--- src/rtl/axi_xbar_pkg.sv ---
// Shared types and default widths for the AXI crossbar slave-side blocks.
package axi_xbar_pkg;

    // W-channel scheduler state: quiet, or routing the selected master.
    typedef enum logic {
        IDLE   = 1'b0,
        ACTIVE = 1'b1
    } wch_state_e;

    // Default crossbar configuration.
    localparam int MST_NUM_DEF    = 4;
    localparam int AXI_DATA_W_DEF = 32;

    // Widths derived from the default configuration.
    localparam int MST_IDX_W = $clog2(MST_NUM_DEF);
    localparam int STRB_W    = AXI_DATA_W_DEF / 8;

endpackage

--- src/rtl/axi_ord_fifo.sv ---
// Synchronous in-order FIFO with synchronous active-high reset.
// A push while full and a pop while empty are both ignored. dout is the
// head entry; dout_next is the entry behind it, valid when count > 1.
// DEPTH must be a power of 2 (>= 2) so the pointers wrap naturally.
module axi_ord_fifo #(
    parameter int WIDTH = 2,
    parameter int DEPTH = 4
) (
    input  logic                     aclk,
    input  logic                     srst,
    input  logic                     push,
    input  logic [WIDTH-1:0]         din,
    input  logic                     pop,
    output logic [WIDTH-1:0]         dout,
    output logic [WIDTH-1:0]         dout_next,
    output logic                     full,
    output logic                     empty,
    output logic [$clog2(DEPTH):0]   count
);

    localparam int PTR_W = $clog2(DEPTH);
    localparam int CNT_W = PTR_W + 1;

    logic [WIDTH-1:0] mem [DEPTH];
    logic [PTR_W-1:0] wr_ptr;
    logic [PTR_W-1:0] rd_ptr;
    logic [CNT_W-1:0] count_q;
    logic             do_push;
    logic             do_pop;

    assign full      = (count_q == CNT_W'(DEPTH));
    assign empty     = (count_q == '0);
    assign do_push   = push && !full;
    assign do_pop    = pop && !empty;
    assign dout      = mem[rd_ptr];
    assign dout_next = mem[rd_ptr + PTR_W'(1)];
    assign count     = count_q;

    // Storage write.
    // NOTE: the storage array has no reset; an entry is only read after it has been written, so clearing it would cost reset fan-out for nothing.
    always_ff @(posedge aclk) begin
        if (do_push) begin
            mem[wr_ptr] <= din;
        end
    end

    // Pointer and occupancy bookkeeping.
    // NOTE: sequential state uses non-blocking assignments so every register samples pre-edge values regardless of statement order.
    always_ff @(posedge aclk) begin
        if (srst) begin
            wr_ptr  <= '0;
            rd_ptr  <= '0;
            count_q <= '0;
        end else begin
            if (do_push) begin
                wr_ptr <= wr_ptr + PTR_W'(1);
            end
            if (do_pop) begin
                rd_ptr <= rd_ptr + PTR_W'(1);
            end
            case ({do_push, do_pop})
                2'b10:   count_q <= count_q + CNT_W'(1);
                2'b01:   count_q <= count_q - CNT_W'(1);
                default: count_q <= count_q;
            endcase
        end
    end

endmodule

--- src/rtl/axi_wch_arbiter.sv ---
// Slave-side W-channel scheduler. Records the master index of each AW
// granted to this slave and routes that master's W burst, in AW order and
// without interleaving, to the slave port until its wlast.
// Optional feature macro: WCH_WLAST_CHECK_EN -- stores awlen per entry,
// counts beats, forces slv_wlast from the count and pulses wlast_err when
// the master's wlast disagrees.
module axi_wch_arbiter
    import axi_xbar_pkg::*;
#(
    parameter int MST_NUM    = MST_NUM_DEF,
    parameter int AXI_ID_W   = 4,
    parameter int AXI_DATA_W = AXI_DATA_W_DEF,
    parameter int OSTD_DEPTH = 4
) (
    input  logic                              aclk,
    input  logic                              srst,
    input  logic                              aw_push,
    input  logic [$clog2(MST_NUM)-1:0]        aw_mst,
    input  logic [7:0]                        aw_len,
    output logic                              aw_push_ready,
    input  logic [MST_NUM-1:0]                mst_wvalid,
    output logic [MST_NUM-1:0]                mst_wready,
    input  logic [MST_NUM-1:0]                mst_wlast,
    input  logic [MST_NUM*AXI_ID_W-1:0]       mst_wid,
    input  logic [MST_NUM*AXI_DATA_W-1:0]     mst_wdata,
    input  logic [MST_NUM*(AXI_DATA_W/8)-1:0] mst_wstrb,
    output logic                              slv_wvalid,
    input  logic                              slv_wready,
    output logic                              slv_wlast,
    output logic [AXI_ID_W-1:0]               slv_wid,
    output logic [AXI_DATA_W-1:0]             slv_wdata,
    output logic [AXI_DATA_W/8-1:0]           slv_wstrb,
    output logic [$clog2(OSTD_DEPTH):0]       ostd_cnt,
    output logic                              wlast_err
);

    localparam int IDX_W = $clog2(MST_NUM);
    localparam int SB_W  = AXI_DATA_W / 8;
    localparam int CNT_W = $clog2(OSTD_DEPTH) + 1;
`ifdef WCH_WLAST_CHECK_EN
    localparam int ENT_W = IDX_W + 8;
`else
    localparam int ENT_W = IDX_W;
`endif

    wch_state_e       state_q;
    wch_state_e       state_d;
    logic [IDX_W-1:0] sel_q;
    logic [IDX_W-1:0] sel_d;
    logic [ENT_W-1:0] push_ent;
    logic [ENT_W-1:0] head_ent;
    logic [ENT_W-1:0] next_ent;
    logic             fifo_full;
    logic             fifo_empty;
    logic             fifo_pop;
    logic [CNT_W-1:0] fifo_cnt;
    logic             sel_wlast;
    logic             beat_acc;

    axi_ord_fifo #(
        .WIDTH (ENT_W),
        .DEPTH (OSTD_DEPTH)
    ) u_ord_fifo (
        .aclk      (aclk),
        .srst      (srst),
        .push      (aw_push),
        .din       (push_ent),
        .pop       (fifo_pop),
        .dout      (head_ent),
        .dout_next (next_ent),
        .full      (fifo_full),
        .empty     (fifo_empty),
        .count     (fifo_cnt)
    );

    assign aw_push_ready = !fifo_full;
    assign ostd_cnt      = fifo_cnt;

    // Route the selected master to the slave port; everything quiet in IDLE.
    // NOTE: every output of an always_comb gets a default first so no path leaves it unassigned and no latch is inferred.
    always_comb begin
        slv_wvalid = 1'b0;
        mst_wready = '0;
        sel_wlast  = 1'b0;
        slv_wid    = '0;
        slv_wdata  = '0;
        slv_wstrb  = '0;
        if (state_q == ACTIVE) begin
            slv_wvalid        = mst_wvalid[sel_q];
            mst_wready[sel_q] = slv_wready;
            sel_wlast         = mst_wlast[sel_q];
            slv_wid           = mst_wid[int'(sel_q)*AXI_ID_W +: AXI_ID_W];
            slv_wdata         = mst_wdata[int'(sel_q)*AXI_DATA_W +: AXI_DATA_W];
            slv_wstrb         = mst_wstrb[int'(sel_q)*SB_W +: SB_W];
        end
    end

    assign beat_acc = slv_wvalid && slv_wready;
    assign fifo_pop = beat_acc && slv_wlast;

`ifdef WCH_WLAST_CHECK_EN
    logic [7:0] beat_cnt_q;
    logic [7:0] head_len;
    logic       exp_last;
    logic       wlast_err_q;
    logic       unused_next_len;

    assign push_ent        = {aw_len, aw_mst};
    assign head_len        = head_ent[ENT_W-1 -: 8];
    assign exp_last        = (beat_cnt_q == head_len);
    assign slv_wlast       = (state_q == ACTIVE) && exp_last;
    assign wlast_err       = wlast_err_q;
    assign unused_next_len = ^next_ent[ENT_W-1 -: 8];

    // Count beats of the current burst and flag a master wlast that disagrees with awlen.
    always_ff @(posedge aclk) begin
        if (srst) begin
            beat_cnt_q  <= '0;
            wlast_err_q <= 1'b0;
        end else begin
            wlast_err_q <= beat_acc && (sel_wlast != exp_last);
            if (fifo_pop) begin
                beat_cnt_q <= '0;
            end else if (beat_acc) begin
                beat_cnt_q <= beat_cnt_q + 8'd1;
            end
        end
    end
`else
    logic unused_len;

    assign push_ent   = aw_mst;
    assign slv_wlast  = sel_wlast;
    assign wlast_err  = 1'b0;
    assign unused_len = ^aw_len;
`endif

    // Next-state: load the FIFO head from IDLE, chain straight into the next burst when one is queued.
    always_comb begin
        state_d = state_q;
        sel_d   = sel_q;
        case (state_q)
            IDLE: begin
                if (!fifo_empty) begin
                    state_d = ACTIVE;
                    sel_d   = head_ent[IDX_W-1:0];
                end
            end
            ACTIVE: begin
                if (fifo_pop) begin
                    if (fifo_cnt > CNT_W'(1)) begin
                        sel_d = next_ent[IDX_W-1:0];
                    end else begin
                        state_d = IDLE;
                    end
                end
            end
            default: state_d = IDLE;
        endcase
    end

    // State and selected-master registers.
    always_ff @(posedge aclk) begin
        if (srst) begin
            state_q <= IDLE;
            sel_q   <= '0;
        end else begin
            state_q <= state_d;
            sel_q   <= sel_d;
        end
    end

endmodule

--- config.mk ---
export PLATFORM = sky130hd
export DESIGN_NAME = axi_wch_arbiter
export DESIGN_NICKNAME = d
export VERILOG_FILES = /design/src/rtl/axi_xbar_pkg.sv /design/src/rtl/axi_ord_fifo.sv /design/src/rtl/axi_wch_arbiter.sv
export SDC_FILE = /design/constraint.sdc
export NUM_CORES = 1
export LEC_CHECK = 0
export BUFFER_PORTS_ARGS = -buffer_cell sky130_fd_sc_hd__buf_2
export CAP_MARGIN = 0
export CORE_ASPECT_RATIO = 0.5
export CORE_MARGIN = 3
export CORE_UTILIZATION = 30
export CTS_CLUSTER_DIAMETER = 30
export DETAILED_ROUTE_END_ITERATION = 12
export PLACE_DENSITY = 0.68
export SYNTH_ARGS = -nofsm -noshare
export SYNTH_HDL_FRONTEND = slang
export SYNTH_SLANG_ARGS = --single-unit
--- constraint.sdc ---
create_clock -name aclk -period 2.6 [get_ports aclk]
set_clock_uncertainty 0.1 [all_clocks]
set_input_delay 0.52 -clock aclk [delete_from_list [all_inputs] [get_ports aclk]]
set_output_delay 0.52 -clock aclk [all_outputs]
set_load 0.005 [all_outputs]
# Yosys cells after proc, flatten, opt, wreduce, memory -nomap -nowiden
# Memory sizes are Yosys's and may differ from the RTL's. A register that Yosys moved wholly into a read port is not among the register bits.
# Cells that the tools add are included.
[word_totals]
regBits = 10
mem_bits_rw = 8
output_inout_bits = 51
wordCells = 59
mem_count = 1
[memory_table]
columns = ["name", "words", "word_bits", "read_ports", "rd_ports_with_merged_regs", "wr", "line", "rtl"]
rows = [
  ["u_ord_fifo.mem", 4, 2, 2, 1, 1, "axi_ord_fifo.sv:24", "logic [WIDTH-1:0] mem [DEPTH];"],
]
[op_classes]
addsub = 4
magnitude_cmp = 3
eq_ne = 6
n_shift = 3
n_mux = 25
bitwise_logic = 2
n_reduce_logical = 10
[op_table]
columns = ["operator", "count"]
rows = [
  ["128-bit by 8-bit indexed part select with 32-bit output", 1],
  ["32-bit 2-to-1 mux", 1],
  ["16-bit by 5-bit indexed part select with 4-bit output", 2],
  ["4-bit 2-to-1 mux", 3],
  ["1-bit 2-to-1 mux", 10],
  ["2-bit 2-to-1 mux", 5],
  ["3-bit one-hot mux with 2 select lines", 1],
  ["1-bit logical AND", 5],
  ["2-bit by 1-bit adder with 2-bit output (second input constant)", 2],
  ["4-bit AND", 1],
  ["1-bit binary-select mux with 2-bit select", 2],
  ["2-bit by 1-bit inequality test with 1-bit output (second input constant)", 2],
  ["2-bit one-hot mux with 2 select lines", 1],
  ["3-bit by 1-bit adder with 3-bit output (second input constant)", 1],
  ["3-bit == test (second input constant)", 1],
  ["3-bit by 1-bit > comparator with 1-bit output (second input constant)", 1],
  ["3-bit logical NOT", 1],
  ["2-bit by 3-bit less-than comparator with 1-bit output (second input constant)", 1],
  ["3-bit AND reduction", 1],
  ["3-bit by 1-bit subtractor with 3-bit output (second input constant)", 1],
  ["1-bit demux with 2-bit select", 1],
  ["2-bit by 1-bit == test with 1-bit output (second input constant)", 1],
  ["2-bit == test (second input constant)", 1],
  ["2-bit by 1-bit >= comparator with 1-bit output (second input constant)", 1],
  ["other kinds (5)", 6],
]

# Depth between registers and ports, before layout
# Gate-level depths: netlist of the first run.
[logic_depth]
depth_word = 8
depth_mapped = 9

# By module
# From an unflattened synthesis of the first run, not the netlist that was laid out.
[hier_totals]
hier_cells = 192
hier_area_um2 = 2302.2
[by_module_without_submodules]
columns = ["module", "n_inst", "cells_per_inst", "area_each_um2", "seq_area_each_um2"]
rows = [
  ["axi_wch_arbiter", 1, 126, 1486.4, 60.1],
  ["axi_ord_fifo", 1, 66, 815.8, 420.4],
]

# Worst setup path before layout of the first run
# OpenSTA, ideal clock, no wires.
[synth_path]
path_type = "input to register"
startpoint = "in mst_wlast[1]"
endpoint = "reg u_ord_fifo.count_q[2] (netlist: u_ord_fifo.count[2])"
setup_time_ns = 0.071
arrival_ns = 2.206
required_ns = 2.429
setup_slack_ns = 0.223
path_stages = 6
path_buffers = 1
cell_sequence = "mux4_1 and4_4 buf_6 ha_1 or3_1 a21oi_1"
[synth_between]
elab_chain_cells = 7
[synth_lines]
columns = ["element", "line", "rtl"]
rows = [
  ["from (decl)", "axi_wch_arbiter.sv:23", "input logic [MST_NUM-1:0] mst_wlast,"],
  ["1-bit binary-select mux with 2-bit select (*)", "axi_wch_arbiter.sv:91", "sel_wlast = mst_wlast[sel_q];"],
  ["1-bit 2-to-1 mux (not written as such) (*)", "axi_wch_arbiter.sv:91", ""],
  ["1-bit 2-to-1 mux (*)", "axi_wch_arbiter.sv:88", "if (state_q == ACTIVE) begin"],
  ["1-bit logical AND (*)", "axi_wch_arbiter.sv:99", "assign fifo_pop = beat_acc && slv_wlast;"],
  ["1-bit logical AND (*)", "axi_ord_fifo.sv:34", "assign do_pop = pop && !empty;"],
  ["via u_ord_fifo.do_pop", "axi_ord_fifo.sv:29", "logic do_pop;"],
  ["2-bit by 1-bit == test with 1-bit output / 2-bit == test (equally long branches)", "axi_ord_fifo.sv:61", "case ({do_push, do_pop})"],
  ["3-bit one-hot mux with 2 select lines / 2-bit nonzero test (equally long branches)", "--", ""],
  ["to (signal assigned)", "axi_ord_fifo.sv:62", "2'b10: count_q <= count_q + CNT_W'(1);"],
  ["to (signal assigned)", "axi_ord_fifo.sv:63", "2'b01: count_q <= count_q - CNT_W'(1);"],
  ["to (signal assigned)", "axi_ord_fifo.sv:64", "default: count_q <= count_q;"],
  ["to (decl)", "axi_ord_fifo.sv:27", "logic [CNT_W-1:0] count_q;"],
]
# The timed path passes the listed nets; every way through them passes the cells marked *. The select of a mux whose other input is x is not followed.
# A chain may end at the register's enable or synchronous reset.

# Final worst setup path of the first run
[layout_path]
startpoint = "reg sel_q[0]"
endpoint = "out slv_wdata[8]"
[layout_between]
elab_chain_cells = 2
[layout_lines]
columns = ["element", "line", "rtl"]
rows = [
  ["from (decl)", "axi_wch_arbiter.sv:48", "logic [IDX_W-1:0] sel_q;"],
  ["from (signal assigned)", "axi_wch_arbiter.sv:169", "sel_q <= sel_d;"],
  ["128-bit by 8-bit indexed part select with 32-bit output", "axi_wch_arbiter.sv:93", "slv_wdata = mst_wdata[int'(sel_q)*AXI_DATA_W +: AXI_DATA_W];"],
  ["32-bit 2-to-1 mux", "axi_wch_arbiter.sv:88", ""],
  ["to (decl)", "axi_wch_arbiter.sv:31", "output logic [AXI_DATA_W-1:0] slv_wdata,"],
]
# Every way passes these cells.

==> metrics.md, run 1 <==
| Metric | Value |
|---|---|
| Die area | 8950 um^2 |
| GPL Wtd Cong | 0.944 |
| Drt first-iter violations | 85 |
| Final setup vio count | 0 |
| Nets | 603 |
| Worst skew pair latency | 250 ps |
| Synth cell types | 34 |
| CP delay by family, top | multiplexers |
| Area of the multi-input gates | 1740 um^2 |
| Fmax | 402 MHz |
| Hpwl dp | 7880 um |
| Register area share after synthesis | 20.5% |
| Worst Setup End Kind | output port |
| Initial cell density of the core | 31.5% |
| Leak pwr | 1.79 nW |
| Yosys warning total | 0 |
| Fin. Hold Viols | 0 |
| Syn Area/Cell | 12.1 um^2 |
| Sink Count | 20 |
| Largest net degree at the start of global routing | 34 |
| DRC viols | 0 |
| Dpl ws | 165 ps |
| Fraction of layout cells with a size suffix above 1 | 69.3% |
| Row cnt | 22 |
| Mapped cell area | 2340 um^2 |
| Initial antenna violation count | 1 |
| Synthesis-to-finish area growth | 56.5% |
| Reg2Reg Setup Slack | 310 ps |
| Fin. max-slew vios | 0 |
| Max cap viols | 0 |
| Setup bufs post-CTS | 0 |
| Max Root-Sink Buffers | 2 |
| Reg-to-reg startpoint | sel_q[0]$_SDFFE_PP0P_ |
| Ordered cell list for the critical path | buf_6, mux4_2, and2_1, buf_2 |
| Power Dens Cells | 489 nW/um^2 |
| CTS tree | yes |
| Number of synthesized flops with an enable pin | 8 |
| Reg2reg path depth | 6 |
| Bufs and invs on worst path | 2 |
| Vias | 2530 |
| Synth top area share | 43.3% |
| Port Buffers | 223 |
| Num ports | 233 |
| Status | finished, final reports clean |
| Clk root buf | clkbuf_16 |
| Period utilization | 95.7% |
| Slowest stage delay, CP | 590 ps |
| Worst Path Arrival | 1870 ps |
| RSZ-0062 raised after global routing | false |
| Post-synth net total | 385 |
| Most common cell in the synthesized netlist | and2_1 |
| Ys flop type | dfxtp_1 |
| Post-route ant nets | 0 |
| Drt total wl | 9120 um |
| Mapped Cells | 194 |
| Synth cell count leaders | and2_1 (47), mux4_2 (45), dfxtp_1 (12) |
| First-pass GRT wire length | 12800 um |
| Die X-Extent | 131 um |
| CTS clk-pin slew, worst paths | 60 ps |
| Core ar. | 7430 um^2 |
| Hold EP | u_ord_fifo.mem[2][0]$_DFFE_PP_ |
| CTS Buf Count | 3 |
| WL per Instance | 18.0 um |
| Reg2reg end | u_ord_fifo.count[2]$_SDFFE_PP0P_ |
| Post-cts resize count | 0 |
| Async set-or-reset flop fraction in the synthesized netlist | 0% |
| Die height | 68.4 um |
| Largest cells by area after synthesis | mux4_2 (43%), and2_1 (13%), dfxtp_1 (10%) |
| Worst vdd ir | 0.000323 V |
| Slowest cell on crit path | mux4_2 |
| # fillers | 703 |
| GR Overflow Total | 0 |
| Hold Path Class | input pin to flip-flop |
| DR vias/cell | 4.98 |
| Hold_ws | 393 ps |
| Critical-path maximum fanout | 22 |
| Drt pass-1 iters | 4 |
| Worst Hold Launch | aw_mst[0] |
| Minimum clock period | 2490 ps |
| Startpoint Class | flip-flop |
| Seq. cell area | 483 um^2 |
| Seq cells post-synth | 20 |
| Cts hold-fix bufs | 0 |
| All-layer global routing usage | 18.7% |
| Required time of the critical path | 1980 ps |
| Sum of negative setup slack | 0 ps |
| Max H-tree Level | 1 |
| Synth area leader | mux4_2 |
| Slack of the critical path | 112 ps |
| Vias in the first global route | 2519 |
| Critical path class | flip-flop to output port |
| WHS Path Cells | 1 |
layout by cell type, fill, tap and decap left out, drive strengths merged:
cell,n
and3,1
edfxtp,8
mux4,46
a31o,1
a21oi,7
clkbuf,3
ha,9
diode,1
or3,1
mux2i,3
a211oi,1
dfxtp,12
bufinv,1
nor2,9
o21ba,1
o21ai,1
xnor2,2
and2,47
nand2b,3
a21boi,1
nor3,3
o2111ai,1
conb,1
buf,231
xor2,2
nand2,4
nand3,1
a21o,2
inv,6
and4,1
nor3b,2
power by group:
group / internal [W] / switching (W) / leakage, nW / total, W
registers: 0.000355 / 0.0000322 / 0.172 / 0.000387
logic: 0.000567 / 0.000411 / 1.57 / 0.000978
clock network: 0.000305 / 0.000118 / 0.0511 / 0.000423
per-stage QoR:
stage	std cells	power [W]	instance area (um^2)	utilization (%)
floorplan	194	0.00102	2340	-
global placement	503	0.00135	3540	47.7
detailed placement	503	0.00137	3540	47.7
CTS	507	0.00180	3650	49.1
global route	508	0.00190	3660	49.2
finish	508	0.00179	3660	49.2
per-layer routing:
layer | part of all wire (%) | global-route usage (%)
met1 | 40 | 23.4
met2 | 52 | 34.3
met3 | 6.2 | 2.65
met4 | 1.9 | 5.00
met5 | 0 | 0
worst reg2reg max path: cells and delay by family (launching register included):
| kind | cells | cell delay (ps) |
|---|---|---|
| mux | 2 | 780 |
| fa+ha+maj | 1 | 240 |
| compound gates | 1 | 150 |
| simple gates | 2 | 570 |
| flops | 1 | 400 |
kinds of logic after synthesis:
| kind of cell | after synthesis | synth area share (%) |
|---|---|---|
| compound gates | 15 | 4.33 |
| simple gates | 72 | 18.0 |
| other cells | 1 | 0.160 |
| mux | 49 | 45.7 |
| fa+ha+maj | 9 | 4.82 |
| buf+inv | 24 | 4.92 |
| flops | 20 | 20.5 |
| xor+xnor | 4 | 1.50 |
area by class of cell:
cell class,count,area share (%)
sequential,20,13.2
multi-input combinational,150,47.6
clock buffer,3,2.05
inverter,6,0.615
clock inverter,1,0.821
timing repair buffer,231,32.3
tap,96,3.28
antenna,1,0.0684
state kept, by name, indices dropped and copies added (netlist names), named ones only:
| register | count |
|---|---|
| u_ord_fifo.mem | 8 |
| u_ord_fifo.count | 3 |
| sel_q | 2 |
| u_ord_fifo.rd_ptr | 2 |
| u_ord_fifo.wr_ptr | 2 |
| state_q | 1 |
worst max-delay path by stage:
stage | cells past startpoint | slack [ps] | end | start
floorplan | 6 | 220 | u_ord_fifo.count[2]$_SDFFE_PP0P_ | mst_wlast[1]
global placement | 6 | 200 | u_ord_fifo.count[2]$_SDFFE_PP0P_ | mst_wlast[1]
detailed placement | 7 | 160 | u_ord_fifo.count[2]$_SDFFE_PP0P_ | mst_wlast[1]
CTS | 4 | 10 | slv_wdata[8] | sel_q[0]$_SDFFE_PP0P_
global route | 4 | 40 | slv_wdata[8] | sel_q[0]$_SDFFE_PP0P_
finish | 4 | 110 | slv_wdata[8] | sel_q[0]$_SDFFE_PP0P_
No activity file was read; power rests on OpenSTA's default activity.
==> run 2: changes to the inputs <==
PLACE_DENSITY = 0.71   (was 0.68)
clock period = 2.2 ns   (was 2.6 ns; I/O delays follow)
==> run 2 against run 1 <==
Against the previous run: the run now ends with negative setup slack left; final cell count is 1.2% higher; combinational power is 32% higher; global-route usage is 0.29 points higher; sequential share of layout area is 0.56 points lower; flip-flop and latch count stayed put; register-to-register slack worse by 210 ps; critical endpoint is now slv_wdata[15]; largest cell class unchanged.
==> metrics.md, run 2 (synthesized netlist as in run 1, its figures left out) <==
| Metric | Value |
|---|---|
| WHS Path Cells | 1 |
| Worst Setup End Kind | output port |
| Drt total wl | 9140 um |
| Nets | 610 |
| Slack of the critical path | -26.2 ps |
| Fin. max-slew vios | 0 |
| Initial cell density of the core | 31.5% |
| Die area | 8950 um^2 |
| RSZ-0062 raised after global routing | true |
| Critical-path maximum fanout | 12 |
| CTS tree | yes |
| Max cap viols | 0 |
| Slowest stage delay, CP | 520 ps |
| WP depth | 4 |
| Core ar. | 7430 um^2 |
| CTS clk-pin slew, worst paths | 50 ps |
| Final setup vio count | 13 |
| Drt pass-1 iters | 4 |
| Largest Register | u_ord_fifo.mem |
| Period utilization | 101% |
| Minimum clock period | 2230 ps |
| CP delay by family, top | multiplexers |
| WL per Instance | 17.8 um |
| Synthesis-to-finish area growth | 64.3% |
| CTS Buf Count | 3 |
| Post-route ant nets | 0 |
| Antenna cells | 0 |
| Row cnt | 22 |
| Hold Path Class | input pin to flip-flop |
| Worst skew pair latency | 250 ps |
| Commonest non-fill, non-tap cell in the layout | buf_2 |
| Power Dens Cells | 581 nW/um^2 |
| Hpwl dp | 7850 um |
| Critical path class | flip-flop to output port |
| DR vias/cell | 4.87 |
| Fmax | 449 MHz |
| Sink Count | 20 |
| Sum of negative setup slack | -146 ps |
| Port Buffers | 223 |
| Worst vdd ir | 0.000493 V |
| Vias in the first global route | 2630 |
| Clk root buf | clkbuf_16 |
| Largest net degree at the start of global routing | 47 |
| Fraction of layout cells with a size suffix above 1 | 73.2% |
| DRC viols | 0 |
| Reg2reg path depth | 5 |
| Vias | 2503 |
| Slowest cell on crit path | mux4_2 |
| Max Root-Sink Buffers | 2 |
| # fillers | 699 |
| Setup bufs post-CTS | 0 |
| GPL Wtd Cong | 0.891 |
| Startpoint Class | flip-flop |
| Post-Layout Cell Count | 514 |
| GR Overflow Total | 0 |
| Most frequent cells in the layout | buf_2 (213), mux4_2 (46), and2_1 (36), buf_6 (13), and2_4 (11) |
| Ordered cell list for the critical path | buf_6, mux4_2, and2_1, buf_2 |
| Num ports | 233 |
| Largest register FFs | 8 |
| Leak pwr | 1.86 nW |
| Die height | 68.4 um |
| Worst Path Arrival | 1690 ps |
| First-pass GRT wire length | 13100 um |
| Status | complete, but fails checks |
| Max H-tree Level | 1 |
| Fin. Hold Viols | 0 |
| Violated checks | negative setup slack |
| All-layer global routing usage | 19.0% |
| Post-Place Cells | 510 |
| Bufs and invs on worst path | 2 |
| Initial antenna violation count | 0 |
| Die X-Extent | 131 um |
| Drt first-iter violations | 83 |
| Required time of the critical path | 1660 ps |
==> run 2: cell types whose count changed in the layout (fill, tap and decap cells not counted), sizes merged <==
cell   before  now
buf       231  238
diode       1    0
==> run 2: worst paths after layout <==
kind	from	slack (ps)	endpoint
hold reg to reg	u_ord_fifo.count[2]$_SDFFE_PP0P_	460	u_ord_fifo.count[2]$_SDFFE_PP0P_
hold / removal	aw_mst[0]	310	u_ord_fifo.mem[3][0]$_DFFE_PP_
setup / recovery	sel_q[0]$_SDFFE_PP0P_	-30	slv_wdata[15]
setup reg to reg	sel_q[0]$_SDFFE_PP0P_	100	u_ord_fifo.count[2]$_SDFFE_PP0P_
==> run 2: area by class of cell <==
cell class                      instances  area [um^2]  share of cell area [%]
Inverter                                6         22.5                   0.586
Clock inverter                          1         30.0                   0.782
Multi-Input combinational cell        150         1790                    46.5
Timing Repair Buffer                  238         1320                    34.4
Tap cell                               96          120                    3.13
Clock buffer                            3         75.1                    1.95
Sequential cell                        20          485                    12.6
==> run 2: metal layers <==
metal	GRT usage, %	share of wire, %	up-vias
met1	23.4	40	1227
li1	-	-	1191
met3	3.20	6.7	6
met5	0	0	-
met2	36.5	52	79
met4	1.67	0.66	0
==> run 2: report_power, final <==
group / internal (W) / leakage, nW / switching (W)
combinational: 0.000781 / 1.64 / 0.000508
clock: 0.000360 / 0.0511 / 0.000127
sequential: 0.000420 / 0.173 / 0.0000364
==> run 2: through the flow <==
stage                     hold slack, ps  instance area, um^2  utilization [%]  total power, W  setup slack [ps]
final                                314                 3840             51.7         0.00223             -26.2
after global routing                 323                 3840             51.7         0.00238             -89.0
after CTS                            312                 3750             50.4         0.00217             -33.2
after detailed placement             445                 3610             48.6         0.00164             -4.81
after global placement               449                 3610             48.6         0.00162              2.55
after floorplan                      415                 2350                -         0.00120              2.61
==> run 2: timing repair <==
| action | 4_1_cts | 5_1_grt |
|---|---|---|
| gates resized for setup | 10 | 22 |
| hold buffers | 0 | 0 |
| hold endpoints to repair | 0 | 0 |
| setup endpoints to repair | 39 | 43 |
==> run 2: worst reg2reg max path, stage by stage (launching register included) <==
cell and delay (ps):
dfxtp_4 410, mux4_2 550, and4_4 240, ha_4 230, or3_1 360, a21oi_1 140
==> run 3: changes to the inputs <==
SYNTH_HIERARCHICAL = 1   (was unset)
==> run 3 against run 2 <==
Against the previous run: largest cell class unchanged; worst setup slack worse by 160 ps; die area down 1.4%; worst hold slack lost 10 ps; power decreased by 2.1%; the run still ends with negative setup slack left; synthesized area is 1.6% lower; final cell count up 1.4%; flip-flop and latch count stayed put; sequential share of layout area down 0.45 points; critical endpoint is now u_ord_fifo/count[2]$_SDFFE_PP0P_; final area up 3.7%.
==> metrics.md, run 3 <==
| Metric | Value |
|---|---|
| Power Dens Cells | 549 nW/um^2 |
| Sink Count | 20 |
| Vias | 2579 |
| Fin. max-slew vios | 0 |
| Synth area leader | mux4_2 |
| Drt total wl | 9800 um |
| Post-synth net total | 380 |
| Mapped cell area | 2300 um^2 |
| Mapped Cells | 192 |
| CTS clk-pin slew, worst paths | 50 ps |
| Met2 wire length | 5370 um |
| Fraction of layout cells with a size suffix above 1 | 77.2% |
| Worst vdd ir | 0.000570 V |
| Commonest non-fill, non-tap cell in the layout | buf_2 |
| Largest net degree at the start of global routing | 49 |
| Largest Register | u_ord_fifo/mem |
| Required time of the critical path | 2290 ps |
| Violated checks | negative setup slack |
| Hpwl dp | 8230 um |
| Vias in the first global route | 2620 |
| Syn Area/Cell | 12.0 um^2 |
| Initial antenna violation count | 0 |
| Die height | 67.9 um |
| Drt first-iter violations | 211 |
| Nets | 618 |
| Minimum clock period | 2380 ps |
| Max Root-Sink Buffers | 2 |
| Synth cell count leaders | and2_1 (46), mux4_2 (46), dfxtp_1 (12), nor2_1 (12), inv_1 (11) |
| Yosys warning total | 6 |
| Dpl ws | -284 ps |
| First-pass GRT wire length | 13600 um |
| Row cnt | 21 |
| Fmax | 420 MHz |
| Slack of the critical path | -184 ps |
| Most frequent cells in the layout | buf_2 (214), mux4_2 (46), and2_1 (26), and2_4 (20), buf_4 (20) |
| GR Overflow Total | 0 |
| RSZ-0062 raised after global routing | true |
| DR vias/cell | 4.95 |
| Hold Path Class | input pin to flip-flop |
| Worst Setup End Kind | flip-flop |
| Critical-path maximum fanout | 4 |
| CTS tree | yes |
| Core ar. | 7040 um^2 |
| Synth cell types | 31 |
| WL per Instance | 18.8 um |
| Leak pwr | 1.93 nW |
| Period utilization | 108% |
| Worst skew pair latency | 250 ps |
| Clk root buf | clkbuf_16 |
| Post-route ant nets | 0 |
| Num ports | 233 |
| Final setup vio count | 36 |
| Critical path class | flip-flop to flip-flop |
| Number of synthesized flops with an enable pin | 8 |
| Synth top area share | 45.0% |
| Met1 Routed Length | 4000 um |
| Cts hold-fix bufs | 0 |
| Max cap viols | 0 |
| Port Buffers | 223 |
| Die area | 8830 um^2 |
| Top routing layer used | met4 |
| DRC viols | 0 |
| Antenna cells | 0 |
| Startpoint Class | flip-flop |
| Synthesis-to-finish area growth | 73.1% |
| Ys flop type | dfxtp_1 |
| WL met3 | 351 um |
| Die X-Extent | 130 um |
| Async set-or-reset flop fraction in the synthesized netlist | 0% |
| Drt pass-1 iters | 5 |
| GPL Wtd Cong | 0.826 |
| Seq cells post-synth | 20 |
| Initial cell density of the core | 32.7% |
| CTS Buf Count | 3 |
| Worst Path Arrival | 2480 ps |
| Layout Utilization | 56.6% |
| Largest register FFs | 8 |
| Fin. Hold Viols | 0 |
| Register area share after synthesis | 20.9% |
| Total power | 0.00219 W |
| Largest cells by area after synthesis | mux4_2 (45%), and2_1 (13%), dfxtp_1 (10%) |
| Sum of negative setup slack | -4800 ps |
| Status | complete, but fails checks |
| Max H-tree Level | 1 |
| All-layer global routing usage | 20.1% |
==> run 3: cell types whose count changed after synthesis, sizes merged, moves of 3 or more <==
cell | before | now
a21oi | 7 | 4
ha | 9 | 5
inv | 6 | 11
nor2 | 9 | 12
==> run 3: routing by layer <==
layer | up-vias | GRT usage [%]
li1 | 1207 | -
met5 | - | 0
met1 | 1302 | 26.5
met2 | 58 | 35.8
met3 | 12 | 3.51
met4 | 0 | 2.85
==> run 3: cell families (layout without fill, tap and decap cells) <==
group	Yosys count	in the layout	synth area share, %
compound gates	13	13	4.51
mux	47	47	45.4
fa+ha+maj	6	6	3.59
buf+inv	28	265	5.33
xor+xnor	3	3	1.14
simple gates	74	74	19.0
flops	20	20	20.9
other cells	1	1	0.163
==> run 3: worst max-delay path, stage by stage, from the launching register on <==
cell and delay [ps]:
dfxtp_4 360, mux4_2 360, and3b_4 230, o31ai_4 80, inv_1 70, ha_2 180
inv_2 40, fa_2 320, xor2_1 150, or3_1 320, a21oi_2 110
==> run 3: final timing paths <==
kind / start / end / slack [ps] / depth (start not counted)
max reg2reg: sel_q[0]$_SDFFE_PP0P_ / u_ord_fifo/count[2]$_SDFFE_PP0P_ / -180 / 10
min reg2reg: u_ord_fifo/wr_ptr[1]$_SDFFE_PP0P_ / u_ord_fifo/wr_ptr[1]$_SDFFE_PP0P_ / 420 / 2
min: aw_mst[1] / u_ord_fifo/mem[1][1]$_DFFE_PP_ / 300 / 1
max: sel_q[0]$_SDFFE_PP0P_ / u_ord_fifo/count[2]$_SDFFE_PP0P_ / -180 / 10
==> run 3: final cells by class <==
class                      count  area, um^2
clock buffer                   3        75.1
multi-input combinational    144        1770
sequential                    20         485
inverter                      11        41.3
fill                         629        3060
clock inverter                 1        30.0
timing repair buffer         250        1470
tap                           92         115
==> run 3: repair_timing <==
item / in CTS / in global routing
pin swaps: 4 / 2
endpoints found under the setup margin: 37 / 42
gates resized for setup: 28 / 15
gates cloned: 1 / 2
setup buffers: 2 / 3
==> run 3: stage by stage <==
stage               instances  hold slack, ps  instance area [um^2]
floorplan                 192             382                  2310
global placement          509             400                  3600
detailed placement        509             416                  3600
CTS                       516             299                  3860
global route              521             305                  3990
finish                    521             304                  3990
==> run 3: report_power, final <==
part           internal [W]  switching, W  leakage, nW
Combinational      0.000771      0.000479         1.70
Clock              0.000361      0.000134       0.0511
Sequential         0.000414     0.0000270        0.173
Total               0.00155      0.000640         1.93
